File: src/rtl/counter_pkg.sv
// Shared definitions for the up/down counter slice: direction encodings and
// the per-edge next-state selection enum with its priority resolver.
package counter_pkg;

  // Encoding of the 'up' input.
  localparam logic DIR_UP   = 1'b1;
  localparam logic DIR_DOWN = 1'b0;

  // Source of the next count value, in decreasing priority.
  typedef enum logic [1:0] {
    NS_CLEAR,
    NS_LOAD,
    NS_COUNT,
    NS_HOLD
  } ns_sel_e;

  // Resolve the control inputs into a single selection: clear > load > en > hold.
  function automatic ns_sel_e ns_select(input logic clear, input logic load,
                                        input logic en);
    ns_sel_e sel;
    if (clear) begin
      sel = NS_CLEAR;
    end else if (load) begin
      sel = NS_LOAD;
    end else if (en) begin
      sel = NS_COUNT;
    end else begin
      sel = NS_HOLD;
    end
    return sel;
  endfunction

endpackage

File: src/rtl/counter_next_val.sv
// Combinational next-value logic for sync_updown_counter.
// Produces the counted value (increment/decrement with modulus wrap), the
// clamped parallel-load value, the terminal-count flag and a wrap detect.
// Build option: define COUNTER_SAT_EN to hold at the terminal value instead
// of wrapping; wrap_o then never asserts.
module counter_next_val
  import counter_pkg::*;
#(
  parameter int unsigned     WIDTH   = 4,
  parameter longint unsigned MODULUS = 16
) (
  input  logic [WIDTH-1:0] cnt_i,
  input  logic             en_i,
  input  logic             up_i,
  input  logic [WIDTH-1:0] load_val_i,
  output logic [WIDTH-1:0] cnt_next_o,
  output logic [WIDTH-1:0] load_next_o,
  output logic             tc_o,
  output logic             wrap_o
);

  localparam logic [WIDTH-1:0] MAX_VAL = WIDTH'(MODULUS - 64'd1);

  logic at_top;
  logic at_bot;

  assign at_top = (cnt_i == MAX_VAL);
  assign at_bot = (cnt_i == '0);

  // Terminal count is purely combinational on the current state and controls.
  always_comb begin
    tc_o = en_i & (((up_i == DIR_UP) & at_top) | ((up_i == DIR_DOWN) & at_bot));
  end

  // Value the register takes on a counting edge, and whether that edge wraps.
  always_comb begin
    cnt_next_o = cnt_i;
    wrap_o     = 1'b0;
    if (up_i == DIR_UP) begin
      if (at_top) begin
`ifdef COUNTER_SAT_EN
        cnt_next_o = cnt_i;
`else
        cnt_next_o = '0;
        wrap_o     = 1'b1;
`endif
      end else begin
        cnt_next_o = cnt_i + WIDTH'(1);
      end
    end else begin
      if (at_bot) begin
`ifdef COUNTER_SAT_EN
        cnt_next_o = cnt_i;
`else
        cnt_next_o = MAX_VAL;
        wrap_o     = 1'b1;
`endif
      end else begin
        cnt_next_o = cnt_i - WIDTH'(1);
      end
    end
  end

  // Out-of-range load values are clamped to the top of the count range.
  always_comb begin
    if (64'(load_val_i) >= MODULUS) begin
      load_next_o = MAX_VAL;
    end else begin
      load_next_o = load_val_i;
    end
  end

endmodule

File: src/rtl/sync_updown_counter.sv
// Synchronous modulo-N up/down counter with clear, parallel load, terminal
// count and a registered wrap pulse. Asynchronous active-high reset.
// Build option: define COUNTER_SAT_EN for saturating (non-wrapping) mode.
module sync_updown_counter
  import counter_pkg::*;
#(
  parameter int unsigned     WIDTH   = 4,
  parameter longint unsigned MODULUS = 16
) (
  input  logic             clock,
  input  logic             reset,
  input  logic             clear,
  input  logic             load,
  input  logic [WIDTH-1:0] load_val,
  input  logic             en,
  input  logic             up,
  output logic [WIDTH-1:0] q,
  output logic [WIDTH-1:0] qb,
  output logic             tc,
  output logic             wrap
);

  if (WIDTH < 1 || WIDTH > 32) begin : g_bad_width
    $error("sync_updown_counter: WIDTH must be within 1..32");
  end
  if (MODULUS < 64'd2 || MODULUS > (64'd1 << WIDTH)) begin : g_bad_modulus
    $error("sync_updown_counter: MODULUS must be within 2..2**WIDTH");
  end

  logic [WIDTH-1:0] count_q;
  logic [WIDTH-1:0] count_d;
  logic             wrap_q;
  logic             wrap_d;

  logic [WIDTH-1:0] cnt_next;
  logic [WIDTH-1:0] load_next;
  logic             cnt_wraps;
  ns_sel_e          sel;

  counter_next_val #(
    .WIDTH   (WIDTH),
    .MODULUS (MODULUS)
  ) u_next_val (
    .cnt_i       (count_q),
    .en_i        (en),
    .up_i        (up),
    .load_val_i  (load_val),
    .cnt_next_o  (cnt_next),
    .load_next_o (load_next),
    .tc_o        (tc),
    .wrap_o      (cnt_wraps)
  );

  // Pick the next-state source by priority and derive the wrap pulse from it.
  always_comb begin
    sel     = ns_select(clear, load, en);
    count_d = count_q;
    wrap_d  = 1'b0;
    case (sel)
      NS_CLEAR: count_d = '0;
      NS_LOAD:  count_d = load_next;
      NS_COUNT: begin
        count_d = cnt_next;
        wrap_d  = cnt_wraps;
      end
      default:  count_d = count_q;
    endcase
  end

  // Count and wrap registers; reset acts immediately, independent of clock.
  always_ff @(posedge clock or posedge reset) begin
    if (reset) begin
      count_q <= '0;
      wrap_q  <= 1'b0;
    end else begin
      count_q <= count_d;
      wrap_q  <= wrap_d;
    end
  end

  assign q    = count_q;
  assign qb   = ~count_q;
  assign wrap = wrap_q;

endmodule

File: config.mk
export PLATFORM = sky130hd
export DESIGN_NAME = sync_updown_counter
export DESIGN_NICKNAME = d
export VERILOG_FILES = /design/src/rtl/counter_pkg.sv /design/src/rtl/counter_next_val.sv /design/src/rtl/sync_updown_counter.sv
export SDC_FILE = /design/constraint.sdc
export NUM_CORES = 1
export LEC_CHECK = 0
export CAP_MARGIN = 10
export CORE_AREA = 2 2 39 41
export DETAILED_ROUTE_END_ITERATION = 10
export DIE_AREA = 0 0 41 43
export PLACE_DENSITY = 0.62
export SLEW_MARGIN = 15
export SYNTH_ARGS = -nofsm -noshare
export SYNTH_HDL_FRONTEND = slang
export SYNTH_SLANG_ARGS = --single-unit
File: constraint.sdc
create_clock -name clock -period 1.75 [get_ports clock]
set_input_delay 0.2625 -clock clock [delete_from_list [all_inputs] [get_ports clock]]
set_output_delay 0.2625 -clock clock [all_outputs]
set_load 0.01 [all_outputs]
After elaboration in Yosys (flattened, before gate mapping):

Cells that the tools add are included.

* $add $sub $neg: 2
* multipliers: 0
* divide/modulo/power cells: 0
* magnitude comparators: 0
* equal/unequal tests: 3
* shift-type cells: 0
* mux-type cells: 11
* bitwise gates (word level): 6
* reductions and logical operators: 3

Operator list (count)
* 4-bit two-way mux: 3
* 4-bit one-hot mux with 3 select lines: 1
* 1-bit two-way mux: 5
* 4-bit by 1-bit adder with 4-bit output (second input constant): 1
* 4-bit equality test (second input constant): 1
* 4-bit zero test: 1
* 2-bit two-way mux: 2
* 4-bit inverter: 1
* 4-bit by 1-bit subtractor with 4-bit output (second input constant): 1
* 1-bit bitwise AND: 3
* 3-bit nonzero test: 1
* 2-bit by 1-bit equality test with 1-bit output (second input constant): 1
* 2-bit equality test (second input constant): 1
* 2-bit zero test: 1
* 1-bit inverter: 1
* 1-bit OR: 1

* register bits after elaboration: 5
* bits in latches: 0
* bits in writable memories: 0
* memory bits (read-only): 0
* input bits: 10
* output and inout bits: 10
* word-level logic and storage cells: 27
* memories: 0

Depth between registers and ports, before layout:

Gate-level depths: netlist (run 1).

* word-level depth: 5
* gate-level depth with buffers: 6
* gate-level depth less buffers: 6

Cells and area by module:

A second synthesis (run 1) with hierarchy kept.

* cells, all modules: 51
* area total of the unflattened synthesis: 449.2 um2

Modules (own cells, without submodules)
* sync_updown_counter: instances 1, cells an instance 25, area each 264.0 um2
* counter_next_val: instances 1, cells an instance 26, area each 185.2 um2

Worst setup path after synthesis (run 1):

Ideal clock, no wire load.

* kind: register to output
* start point: reg count_q[0] (netlist: q[0])
* end point: out tc
* arrival: 1629 ps
* data required time: 1487 ps
* path slack: -142 ps
* cell stages (with the launch flop): 5
* path buffers: 0
* cells stage by stage: dfrtp_1 -> inv_1 -> ha_1 -> or4b_4 -> a21boi_0

* word-level cells in the longest chain between the ends: 4
* elaborated cells between the ends (all ways): 6
* those cells by class: eq/ne: 1; bitwise: 4; reduce/logical: 1

Ends and longest elaborated chain
* from (decl): line sync_updown_counter.sv:30 `logic [WIDTH-1:0] count_q;`
* from (signal assigned): line sync_updown_counter.sv:76 `count_q <= count_d;`
* 4-bit equality test or 4-bit zero test (tied branches): line counter_next_val.sv:27, counter_next_val.sv:28
* 1-bit bitwise AND: line counter_next_val.sv:32 `tc_o = en_i & (((up_i == DIR_UP) & at_top) | ((up_i == DIR_DOWN) & at_bot));`
* 1-bit OR *: line counter_next_val.sv:32
* 1-bit bitwise AND *: line counter_next_val.sv:32
* to (decl): line sync_updown_counter.sv:19 `output logic tc,`

Every way passes the cells marked *; elsewhere a longest branch is shown, timed or not.

Worst setup path after layout (run 1):

* start point: reg count_q[1] (netlist: q[1])
* end point: out tc

The elaborated chain is that of the path after synthesis.

==> metrics.csv, run 1 <==
metric;value;unit
status;finished with violations;
failed_checks;negative setup slack;
worstSetupStartpoint;q[1];
rr_endpoint;q[0];
final_max_slew_viol_count;0;
skew;1.97;ps
cts_tree;done;
yosysWarnings;0;
grt_max_degree;10;
antenna_found_initial;0;
hpwlAfterDp;968;um
clock_path_buffers;2;
gp_congestion;0.857;
grt_pass1_vias;488;
cp-start-kind;flip-flop;
reg2reg_from;q[1];
finalHoldViolations;0;
fin_crit_sh;106;%
boundaryPins;20;
nets;103;
p_leak;0.371;nW
drtAntennaViolNets;0;
seq_area_frac_synth;30.8;%
drt-initial-drc-count;4;
clk_pin_slew;50;ps
grt.overflow.total;0;
ys_types;26;
rows;14;
drc_errors;0;
grt_usage;17.7;%
initial_core_util;29.4;%
stdcell_count;106;
die-area;1760;um2
place_ws;-387;ps
ys_seq_elements;5;
clkLatencyLatePin;240;ps
path_max_fanout;2;
synth_area;407;um2
relSlewSlack;81.1;%
cts_buffers;3;
min_path_type;input pin to async pin;
dp_cells;97;
holdWs;214;ps
routed_wl;1270;um
wl_per_cell;11.9;um
cts_hold_buf;0;
p_total;0.000473;W
reg2regPathDepth;6;
firstDrtPassIters;4;
root_buffer;clkbuf_4;
tightest_slew;282;ps
power_density;588;nW/um2
final_area;803;um2
area_growth;97.5;%
synthCells;48;
cp.arrival;1590;ps
coreArea;1380;um2
vias;515;
dpl_cell_area;729;um2
min_period;1850;ps
endpoint;tc;
syn_nets;60;
critPathKind;flip-flop to primary output;
cp.required;1490;ps
grt_setup_unrepaired;yes;
avgSynthCellArea;8.47;um2
numPortBuffers;19;
cts.sinks;5;
drv_cap;0;
setup_viol;1;
endpoint_kind;primary output;
diodes;0;
die_h;43;um
htreeDepth;1;
fin_ws;-105;ps
fmax;539;MHz
via_per_inst;4.86;
grt_pass1_wl;2080;um
r2r_slack;170;ps
vdd_drop_max;339;uV
drive_above_1_share;36.7;%
fp.dieW;41;um
==> worst min path at each step <==
| stage | slack (ps) | end | start | cells after the start |
|---|---|---|---|---|
| after global routing | 250 | wrap | reset | 2 |
| after detailed placement | 480 | wrap | reset | 2 |
| after global placement | 470 | wrap | reset | 2 |
| after floorplan | 40 | q[0] | reset | 1 |
| final | 210 | q[3] | reset | 2 |
| after CTS | 210 | q[3] | reset | 2 |
==> critical path, stage by stage (launching register included) <==
cell and delay [ps]:
dfrtp_1 380, inv_2 90, ha_4 130, or4b_4 460, a21boi_2 150, buf_2 140
==> what timing repair did <==
action	CTS	global route
endpoints found under the hold margin	0	0
pin swaps	2	2
cloned	0	0
buffers inserted	3	2
endpoints found under the setup margin	1	1
gates resized for setup	8	1
==> state kept, by name (all words and copies together) (netlist names) <==
register  flops
q             4
wrap          1
==> synthesized netlist by cell type <==
library cell | number | area [um2]
inv_1 | 6 | 22.5
dfrtp_1 | 5 | 125
a21oi_1 | 4 | 20.0
nand2_1 | 3 | 11.3
nor2_1 | 3 | 11.3
o21ai_0 | 3 | 15.0
a21boi_0 | 2 | 15.0
ha_1 | 2 | 25.0
nand4_1 | 2 | 12.5
xnor2_1 | 2 | 17.5
a21o_1 | 1 | 7.51
a21oi_2 | 1 | 8.76
a2bb2oi_2 | 1 | 15.0
a31oi_1 | 1 | 6.26
clkbuf_1 | 1 | 3.75
mux2_2 | 1 | 11.3
mux2i_1 | 1 | 10.0
nand2b_1 | 1 | 6.26
nor2b_1 | 1 | 6.26
nor3_1 | 1 | 5.00
nor3b_1 | 1 | 7.51
nor4_1 | 1 | 6.26
o21a_1 | 1 | 7.51
o31ai_1 | 1 | 7.51
o32ai_1 | 1 | 8.76
or4b_4 | 1 | 13.8
==> layout make-up <==
class / instances / area (um2)
fill: 127 / 581
timing repair buffer: 39 / 337
sequential: 5 / 125
clock inverter: 1 / 5.00
multi-input combinational: 36 / 272
inverter: 6 / 22.5
tap: 16 / 20.0
clock buffer: 3 / 22.5
==> layout by cell type, fill, tap and decap left out, types with 2 or more instances in the layout <==
cell and instances:
xnor2_1 2, clkdlybuf4s50_1 16, a21oi_1 4, clkbuf_4 3, inv_1 4, nand2_1 3
buf_4 20, dfrtp_1 5, inv_2 2, nand4_1 2, nor2_1 3, o21ai_0 3
==> through the flow <==
step,TNS [ps],util (%)
floorplan,0,-
global placement,-360,52.7
detailed placement,-387,52.7
CTS,-99.4,56.8
global route,-170,58.0
finish,-105,58.0
==> report_power, final <==
part | switching, W | internal [W] | total, W
clock network | 0.0000492 | 0.0000827 | 0.000132
registers | 0.00000547 | 0.000124 | 0.000130
logic | 0.0000867 | 0.000124 | 0.000211
total | 0.000141 | 0.000331 | 0.000473
==> per-layer routing <==
metal / track usage (%) / up-vias / part of all wire (%)
li1: - / 259 / -
met1: 21.4 / 234 / 40
met2: 28.7 / 20 / 54
met3: 3.14 / 2 / 5.8
met4: 8.00 / 0 / 0.63
met5: 0 / - / 0
==> cell families (layout without fill, tap and decap cells) <==
group / count (synthesis) / count (layout) / synth area share [%]
adders and majority gates: 2 / 2 / 6.15
DFF: 5 / 5 / 30.8
AOI/OAI and AO/OA: 16 / 16 / 27.4
buffers and inverters: 7 / 49 / 6.46
muxes: 2 / 2 / 5.23
and+or+nand+nor: 14 / 14 / 19.7
xor gates and xnor gates: 2 / 2 / 4.31
Power figures use the tool's default switching activity.
==> run 2, diff against run 1 <==
- CTS_CLUSTER_SIZE: unset -> 25
==> results of run 2 <==
Same layout as run 1: the final DEF is identical, and so are final timing and power.
